### src/rtl/ex_muldiv_unit.sv
// EX-stage multi-cycle multiply / multiply-accumulate / divide engine.
// Drives its own stall request and returns a registered HI/LO pair.
module ex_muldiv_unit #(
    parameter int WIDTH      = 32,
    parameter int MUL_STAGES = 2
) (
    input  logic             clk,
    input  logic             rst,
    input  logic             start,
    input  logic [2:0]       op,
    input  logic [WIDTH-1:0] opa,
    input  logic [WIDTH-1:0] opb,
    input  logic [WIDTH-1:0] hi_i,
    input  logic [WIDTH-1:0] lo_i,
    input  logic             cancel,
    output logic             stall_o,
    output logic             valid_o,
    output logic [WIDTH-1:0] hi_o,
    output logic [WIDTH-1:0] lo_o,
    output logic             div_by_zero_o
);

    localparam int CW = $clog2(WIDTH + MUL_STAGES + 1);

    typedef enum logic [1:0] {
        S_IDLE,
        S_MUL,
        S_DIV,
        S_DONE
    } state_t;

    state_t             state_q, state_d;
    logic [CW-1:0]      cnt_q, cnt_d;
    logic [2:0]         op_q, op_d;
    logic [WIDTH-1:0]   a_q, a_d;
    logic [WIDTH-1:0]   b_q, b_d;
    logic [2*WIDTH-1:0] acc_q, acc_d;
    logic [WIDTH-1:0]   rem_q, rem_d;
    logic               qneg_q, qneg_d;
    logic               rneg_q, rneg_d;
    logic [WIDTH-1:0]   hi_q, hi_d;
    logic [WIDTH-1:0]   lo_q, lo_d;
    logic               dbz_q, dbz_d;

    logic               in_div, in_sgn;
    logic [WIDTH-1:0]   mag_a, mag_b;
    logic               mul_sgn;
    logic [2*WIDTH-1:0] sa, sb, prod, mres;
    logic [WIDTH:0]     rem_sh;
    logic               ge;
    logic [WIDTH-1:0]   rem_n, quot_n;

    always_comb begin
        in_div = !op[2] && op[1];
        in_sgn = !op[0];
        mag_a  = (in_sgn && opa[WIDTH-1]) ? -opa : opa;
        mag_b  = (in_sgn && opb[WIDTH-1]) ? -opb : opb;
    end

    always_comb begin
        mul_sgn = !op_q[0];
        sa      = {{WIDTH{mul_sgn & a_q[WIDTH-1]}}, a_q};
        sb      = {{WIDTH{mul_sgn & b_q[WIDTH-1]}}, b_q};
        prod    = sa * sb;
        if (op_q[2]) begin
            mres = op_q[1] ? (acc_q - prod) : (acc_q + prod);
        end else begin
            mres = prod;
        end
    end

    // a_q doubles as the quotient shift register, b_q as the divisor.
    always_comb begin
        rem_sh = {rem_q, a_q[WIDTH-1]};
        ge     = rem_sh >= {1'b0, b_q};
        rem_n  = ge ? (rem_sh[WIDTH-1:0] - b_q) : rem_sh[WIDTH-1:0];
        quot_n = {a_q[WIDTH-2:0], ge};
    end

    always_comb begin
        state_d = state_q;
        cnt_d   = cnt_q;
        op_d    = op_q;
        a_d     = a_q;
        b_d     = b_q;
        acc_d   = acc_q;
        rem_d   = rem_q;
        qneg_d  = qneg_q;
        rneg_d  = rneg_q;
        hi_d    = hi_q;
        lo_d    = lo_q;
        dbz_d   = dbz_q;
        unique case (state_q)
            S_IDLE: begin
                if (start) begin
                    op_d   = op;
                    acc_d  = {hi_i, lo_i};
                    a_d    = in_div ? mag_a : opa;
                    b_d    = in_div ? mag_b : opb;
                    rem_d  = '0;
                    qneg_d = in_div && in_sgn && (opa[WIDTH-1] ^ opb[WIDTH-1]);
                    rneg_d = in_div && in_sgn && opa[WIDTH-1];
                    if (!in_div) begin
                        state_d = S_MUL;
                        cnt_d   = CW'(MUL_STAGES);
                    end else if (opb == '0) begin
                        state_d = S_DONE;
                        hi_d    = opa;
                        lo_d    = '1;
                        dbz_d   = 1'b1;
                    end else begin
                        state_d = S_DIV;
                        cnt_d   = CW'(WIDTH);
                    end
                end
            end
            S_MUL: begin
                cnt_d = cnt_q - CW'(1);
                if (cnt_q == CW'(1)) begin
                    state_d      = S_DONE;
                    {hi_d, lo_d} = mres;
                end
            end
            S_DIV: begin
                cnt_d = cnt_q - CW'(1);
                rem_d = rem_n;
                a_d   = quot_n;
                if (cnt_q == CW'(1)) begin
                    state_d = S_DONE;
                    hi_d    = rneg_q ? -rem_n : rem_n;
                    lo_d    = qneg_q ? -quot_n : quot_n;
                end
            end
            S_DONE: begin
                state_d = S_IDLE;
                dbz_d   = 1'b0;
            end
        endcase
        // A flush discards the in-flight op and any pending result.
        if (cancel) begin
            state_d = S_IDLE;
            cnt_d   = '0;
            hi_d    = hi_q;
            lo_d    = lo_q;
            dbz_d   = 1'b0;
        end
    end

    always_ff @(posedge clk) begin
        if (rst) begin
            state_q <= S_IDLE;
            cnt_q   <= '0;
            op_q    <= '0;
            a_q     <= '0;
            b_q     <= '0;
            acc_q   <= '0;
            rem_q   <= '0;
            qneg_q  <= 1'b0;
            rneg_q  <= 1'b0;
            hi_q    <= '0;
            lo_q    <= '0;
            dbz_q   <= 1'b0;
        end else begin
            state_q <= state_d;
            cnt_q   <= cnt_d;
            op_q    <= op_d;
            a_q     <= a_d;
            b_q     <= b_d;
            acc_q   <= acc_d;
            rem_q   <= rem_d;
            qneg_q  <= qneg_d;
            rneg_q  <= rneg_d;
            hi_q    <= hi_d;
            lo_q    <= lo_d;
            dbz_q   <= dbz_d;
        end
    end

    always_comb begin
        stall_o = ((state_q == S_IDLE) && start && !cancel)
                || (state_q == S_MUL) || (state_q == S_DIV);
        valid_o       = (state_q == S_DONE) && !cancel;
        div_by_zero_o = dbz_q && valid_o;
        hi_o          = hi_q;
        lo_o          = lo_q;
    end

endmodule

### config.mk
export PLATFORM = sky130hd
export DESIGN_NAME = ex_muldiv_unit
export DESIGN_NICKNAME = d
export VERILOG_FILES = /design/src/rtl/ex_muldiv_unit.sv
export SDC_FILE = /design/constraint.sdc
export NUM_CORES = 2
export LEC_CHECK = 0
export BUFFER_PORTS_ARGS = -buffer_cell sky130_fd_sc_hd__buf_2
export CAP_MARGIN = 20
export CORE_AREA = 2 2 271 340
export CTS_CLUSTER_DIAMETER = 150
export DETAILED_ROUTE_END_ITERATION = 12
export DIE_AREA = 0 0 273 342
export GPL_TIMING_DRIVEN = 0
export PLACE_DENSITY = 0.79
export SETUP_SLACK_MARGIN = 0.15
export SLEW_MARGIN = 40
export SYNTH_ARGS = -nofsm -noshare
export SYNTH_HDL_FRONTEND = slang
export SYNTH_SLANG_ARGS = --single-unit
### constraint.sdc
create_clock -name clk -period 27.1 [get_ports clk]
set_input_delay 5.42 -clock clk [delete_from_list [all_inputs] [get_ports clk]]
set_output_delay 5.42 -clock clk [all_outputs]
set_load 0.01 [all_outputs]
Word level (Yosys, flattened, before mapping)
Index checks and enable logic that the tools add are counted.
- register bits: 238
- bits of input ports: 135
- logic and storage cells: 105
- muxes and demuxes: 38
- multipliers: 1
- $add $sub $neg: 8
- bitwise gates (word level): 4
- magnitude comparators: 1
- reductions and logical operators: 30
- equality and inequality tests: 11
- operator list (cell ; number):
    2-to-1 mux 32 bit ; 19
    one-hot mux 32 bit (3 select lines) ; 2
    2-to-1 mux 64 bit ; 2
    negator 32 bit ; 4
    one-hot mux 32 bit (2 select lines) ; 2
    adder 64 bit ; 1
    multiplier 33 x 33 -> 64 bit ; 1
    subtractor 64 bit ; 1
    greater-or-equal comparator 33 x 32 -> 1 bit ; 1
    logical NOT 32 bit ; 1
    subtractor 32 bit ; 1
    2-to-1 mux 6 bit ; 3
    one-hot mux 6 bit (2 select lines) ; 1
    logical AND 1 bit ; 10
    != test 2 bit (second input constant) ; 5
    AND reduction 7 bit ; 1
    equality test 6 x 1 -> 1 bit (second input constant) ; 1
    2-to-1 mux 2 bit ; 3
    one-hot mux 2 bit (3 select lines) ; 1
    AND reduction 2 bit ; 3
    nonzero test 2 bit ; 3
    subtractor 6 x 1 -> 6 bit (second input constant) ; 1
    equality test 2 bit (second input constant) ; 2
    logical NOT 1 bit ; 4
    other kinds (14) ; 20

Logic depth before layout (Yosys ltp)
- depth in word-level cells: 8
- depth in mapped cells: 50

Worst setup path after synthesis
Ideal clock, no wire load.
- kind: reg-to-reg
- start: register a_q[31]
- end: register hi_q[31] (netlist: hi_o[31])
- arrival time: 11.499 ns
- data required time: 26.967 ns
- cell stages (with the launch flop): 48
- setup time: 0.133 ns
- setup slack: 15.469 ns
- cells stage by stage: dfxtp_1 -> buf_1 -> clkinv_1 -> nor2_1 -> clkbuf_1 -> nand2_1 -> inv_1 -> fa_1 -> fa_1 -> fa_1 -> inv_1 -> fa_1 -> inv_1 -> fa_1 -> fa_1 -> inv_1 -> fa_1 -> fa_1 -> [... 12 more ...] -> nor4b_2 -> a21oi_1 -> xor2_1 -> ha_1 -> clkbuf_1 -> a21o_1 -> a21o_1 -> a21oi_1 -> nor2b_1 -> o21ai_0 -> nand2b_1 -> a221oi_1 -> mux2i_1 -> a31o_2 -> mux2i_1 -> xnor2_1 -> a221oi_1 -> nor4_1
- word-level cells in the longest chain between the ends: 7
- elaborated cells between the ends (all ways): 14
- those cells by class: add/sub (4); mul (1); order compare (1); mux (7); bitwise (1)
- ends and longest elaborated chain (what ; line ; text):
    from (decl) ; 35 ; logic [WIDTH-1:0] a_q, a_d;
    from (signal assigned) ; 154 ; a_q <= '0;
    from (signal assigned) ; 167 ; a_q <= a_d;
    AND 1 bit ; 62 ; sa = {{WIDTH{mul_sgn & a_q[WIDTH-1]}}, a_q};
    multiplier 33 x 33 -> 64 bit ; 64 ; prod = sa * sb;
    adder 64 bit or subtractor 64 bit (tied branches) ; 66 ; mres = op_q[1] ? (acc_q - prod) : (acc_q + prod);
    2-to-1 mux 64 bit ; 66 ;
    2-to-1 mux 64 bit ; 65 ; if (op_q[2]) begin
    2-to-1 mux 32 bit ; 119 ; if (cnt_q == CW'(1)) begin
    one-hot mux 32 bit (3 select lines) (*) ; 93 ; unique case (state_q)
    to (signal assigned) ; 173 ; hi_q <= hi_d;
    to (decl) ; 41 ; logic [WIDTH-1:0] hi_q, hi_d;
Mark *: on every way between the ends. The rest lies on a longest branch, timed or not. The select of a mux whose other input is x is not followed.
A chain may end at the register's enable or synchronous reset.

Worst setup path in the final report
Same ends and word-level chain as after synthesis.

==> qor.yml <==
worst_setup_path:
  startpoint_type: "flop"
  crit_path_end_kind: "flop"
  rr_endpoint: "hi_o[31]$_SDFFE_PP0P_"
  worstSetupStartpoint: "a_q[31]$_SDFFE_PP0P_"
  crit_slowest_cell: "a221oi_1"
  cpPeakStageDelay_ns: 0.73
  crit_end: "hi_o[31]$_SDFFE_PP0P_"
  worst-path-buf-inv: 11
  critPathKind: "flop to flop"
  r2r_cells: 47
  cp_top_family: "adder cells"
  worstPathMaxFanout: 10
  cp.depth: 47
  crit_top_cell: "fa_1"
  required_ns: 27.54
  crit_arrival_ns: 17.07
  rr_startpoint: "a_q[31]$_SDFFE_PP0P_"
  r2r_setup_slack_ns: 10.47
clocking:
  cts_tree: "built"
  path_clk_slew_ns: 0.07
  clock-sinks: 238
  holdBufCountCts: 0
  cts_setup_buffers: 0
  htreeDepth: 1
  cts_max_path_buffers: 3
  cts_made_buffers: 25
  cts_root_buf: "clkbuf_16"
  cts_resized: 0
  insertion_delay_ns: 0.60
route:
  wl_per_cell_microns: 28.6
  drt_iter0_markers: 6696
  viasPerCell: 6.42
  ant_nets: 0
  wl_mm: 245
  first_pass_iters: 11
  drc: 4
  num_vias: 54900
floorplan:
  die_w_microns: 273
  die_area_sq_um: 93400
  rows: 124
  die-height_microns: 342
  pin_count: 202
  initial_utilization_pct: 64.3
  design.core.area_sq_um: 90600
placement:
  port_buffers: 200
  place_hpwl_mm: 203
  gp_congestion: 1.13
  place_area_sq_um: 60900
sta:
  fmax_ghz: 0.0601
  tns_ns: 0
  final_hold_viol_count: 0
  rsz0062_at_grt: "false"
  min_period_over_period_pct: 61.4
  relSlewSlack_pct: 29.3
  setup_viol: 0
  skew_ns: 0.0240
  drv_slew: 0
  tightest_slew_ns: 1.06
  post-route-min-period_ns: 16.63
finish:
  finalCoreUtilization_pct: 68.3
  drive_gt1_share_pct: 6.07
  nets: 8891
  finalInstanceArea_sq_um: 61900
  area_growth_pct: 6.21
synthesis:
  yosysSeqAreaShare_pct: 8.18
  async_flop_share_pct: 0
  syn-cell-area_sq_um: 58300
  yosysMostFrequentCell: "inv_1"
  syn_avg_cell_area_sq_um: 8.23
  synth_seq_cells: 238
  syn_nets: 8661
  ys_types: 98
  synthTopCellsByArea: "fa_1 39%, dfxtp_1 8.2%, inv_1 7.7%"
  ys_top_cells_by_count: "1,194 x inv_1, 1,127 x fa_1, 1,112 x nand2_1, 437 x nor2_1, 422 x a21oi_1"
  ys_warn_count: 0
  synth_edf_count: 0
  synth_ff_type: "dfxtp_1"
  synth_top_area_share_pct: 38.7
  synth_top_area_cell: "fa_1"
  syn_inst: 7078
global_route:
  grt_usage_pct: 52.7
  grt_pass1_wl_mm: 354
  overflow: 0
  grt_max_degree: 25
  antenna_found_initial: 30
  grt_pass1_vias: 55800
pwr:
  ir_drop_v: 0.000351
  power_density_nw_per_um2: 106
  p_leak_uw: 0.0284
worst_hold_path:
  hp-class: "flop to flop"
flow_run:
  cap_violations: 0
status:
  violations: "design-rule violations"
  status: "complete, but fails checks"
## layer usage
layer	global-route usage, %	wire, microns
met3	18.0	31800
met5	0	134
met4	48.5	28300
met1	59.0	79100
met2	79.0	105000
## layout make-up
cell class | count | area (sq um)
antenna | 25 | 62.6
buffer | 428 | 1740
clock buffer | 27 | 643
clock inverter | 19 | 201
fill | 7472 | 28700
inverter | 1198 | 4500
multi-input combinational | 5214 | 47500
sequential | 238 | 4760
tap | 1197 | 1500
timing repair buffer | 203 | 1020
## cell families after synthesis
logic type,count (synthesis),synth area share (%)
and+or+nand+nor,2335,18.5
buffers and inverters,1626,10.5
adders and majority gates,1448,45.6
AOI/OAI and AO/OA,1087,12.0
xor gates and xnor gates,315,4.76
DFF,238,8.18
muxes,29,0.515
## power by group
| part | total, uW | switching [uW] | internal (uW) | leakage [uW] |
|---|---|---|---|---|
| clock | 376 | 180 | 196 | 0.000406 |
| sequential | 394 | 24.1 | 370 | 0.00195 |
| combinational | 5820 | 3820 | 2000 | 0.0261 |
## flip-flops by register name (all words and copies together), names as in the netlist, 2 cells and up
| register | count |
|---|---|
| op_q | 3 |
| lo_o | 32 |
| cnt_q | 6 |
| hi_o | 32 |
| state_q | 2 |
| acc_q | 64 |
| a_q | 32 |
| b_q | 32 |
| rem_q | 32 |
## how the worst min path moves through the flow
| stage | to | from | depth (start not counted) | slack (ns) |
|---|---|---|---|---|
| after floorplan | acc_q[0]$_SDFFE_PP0P_ | acc_q[0]$_SDFFE_PP0P_ | 2 | 0.44 |
| after global placement | hi_o[12]$_SDFFE_PP0P_ | hi_o[12]$_SDFFE_PP0P_ | 2 | 0.44 |
| after detailed placement | hi_o[3]$_SDFFE_PP0P_ | hi_o[3]$_SDFFE_PP0P_ | 2 | 0.45 |
| after CTS | hi_o[3]$_SDFFE_PP0P_ | hi_o[3]$_SDFFE_PP0P_ | 2 | 0.46 |
| after global routing | hi_o[12]$_SDFFE_PP0P_ | hi_o[12]$_SDFFE_PP0P_ | 2 | 0.48 |
| final | hi_o[3]$_SDFFE_PP0P_ | hi_o[3]$_SDFFE_PP0P_ | 2 | 0.46 |
## tightest hold or removal path: cells and delay by family, from the launching register on
family | cells | cell delay, ns
flops | 1 | 0.31
simple gates | 1 | 0.05
compound gates | 1 | 0.05
## placed cells by master (no fill, tap or decap), types with 29 or more instances in the layout
cell / n
a211oi_1: 38
a21o_1: 80
a21oi_1: 421
a221oi_1: 33
a31oi_1: 35
and2_1: 334
buf_1: 55
buf_2: 219
clkbuf_1: 270
clkbuf_2: 86
dfxtp_1: 238
fa_1: 1126
ha_1: 321
inv_1: 1194
nand2_1: 1112
nand2b_1: 31
nand3_1: 40
nor2_1: 434
nor3_1: 117
nor4_1: 32
o211ai_1: 34
o21ai_0: 164
o31ai_1: 38
or2_2: 29
or3_1: 40
xnor2_1: 210
xor2_1: 103
## through the flow
| stage | cells | setup slack, ns | hold WS [ns] | power [uW] |
|---|---|---|---|---|
| 4_1_cts | 8523 | 11.00 | 0.457 | 6310 |
| 2_1_floorplan | 7078 | 15.47 | 0.436 | 4140 |
| 3_3_place_gp | 8475 | 10.77 | 0.440 | 5780 |
| 3_5_place_dp | 8477 | 11.02 | 0.447 | 5890 |
| 5_1_grt | 8531 | 10.29 | 0.476 | 6950 |
| 6_report | 8549 | 10.47 | 0.457 | 6590 |
Power figures use the tool's default switching activity.
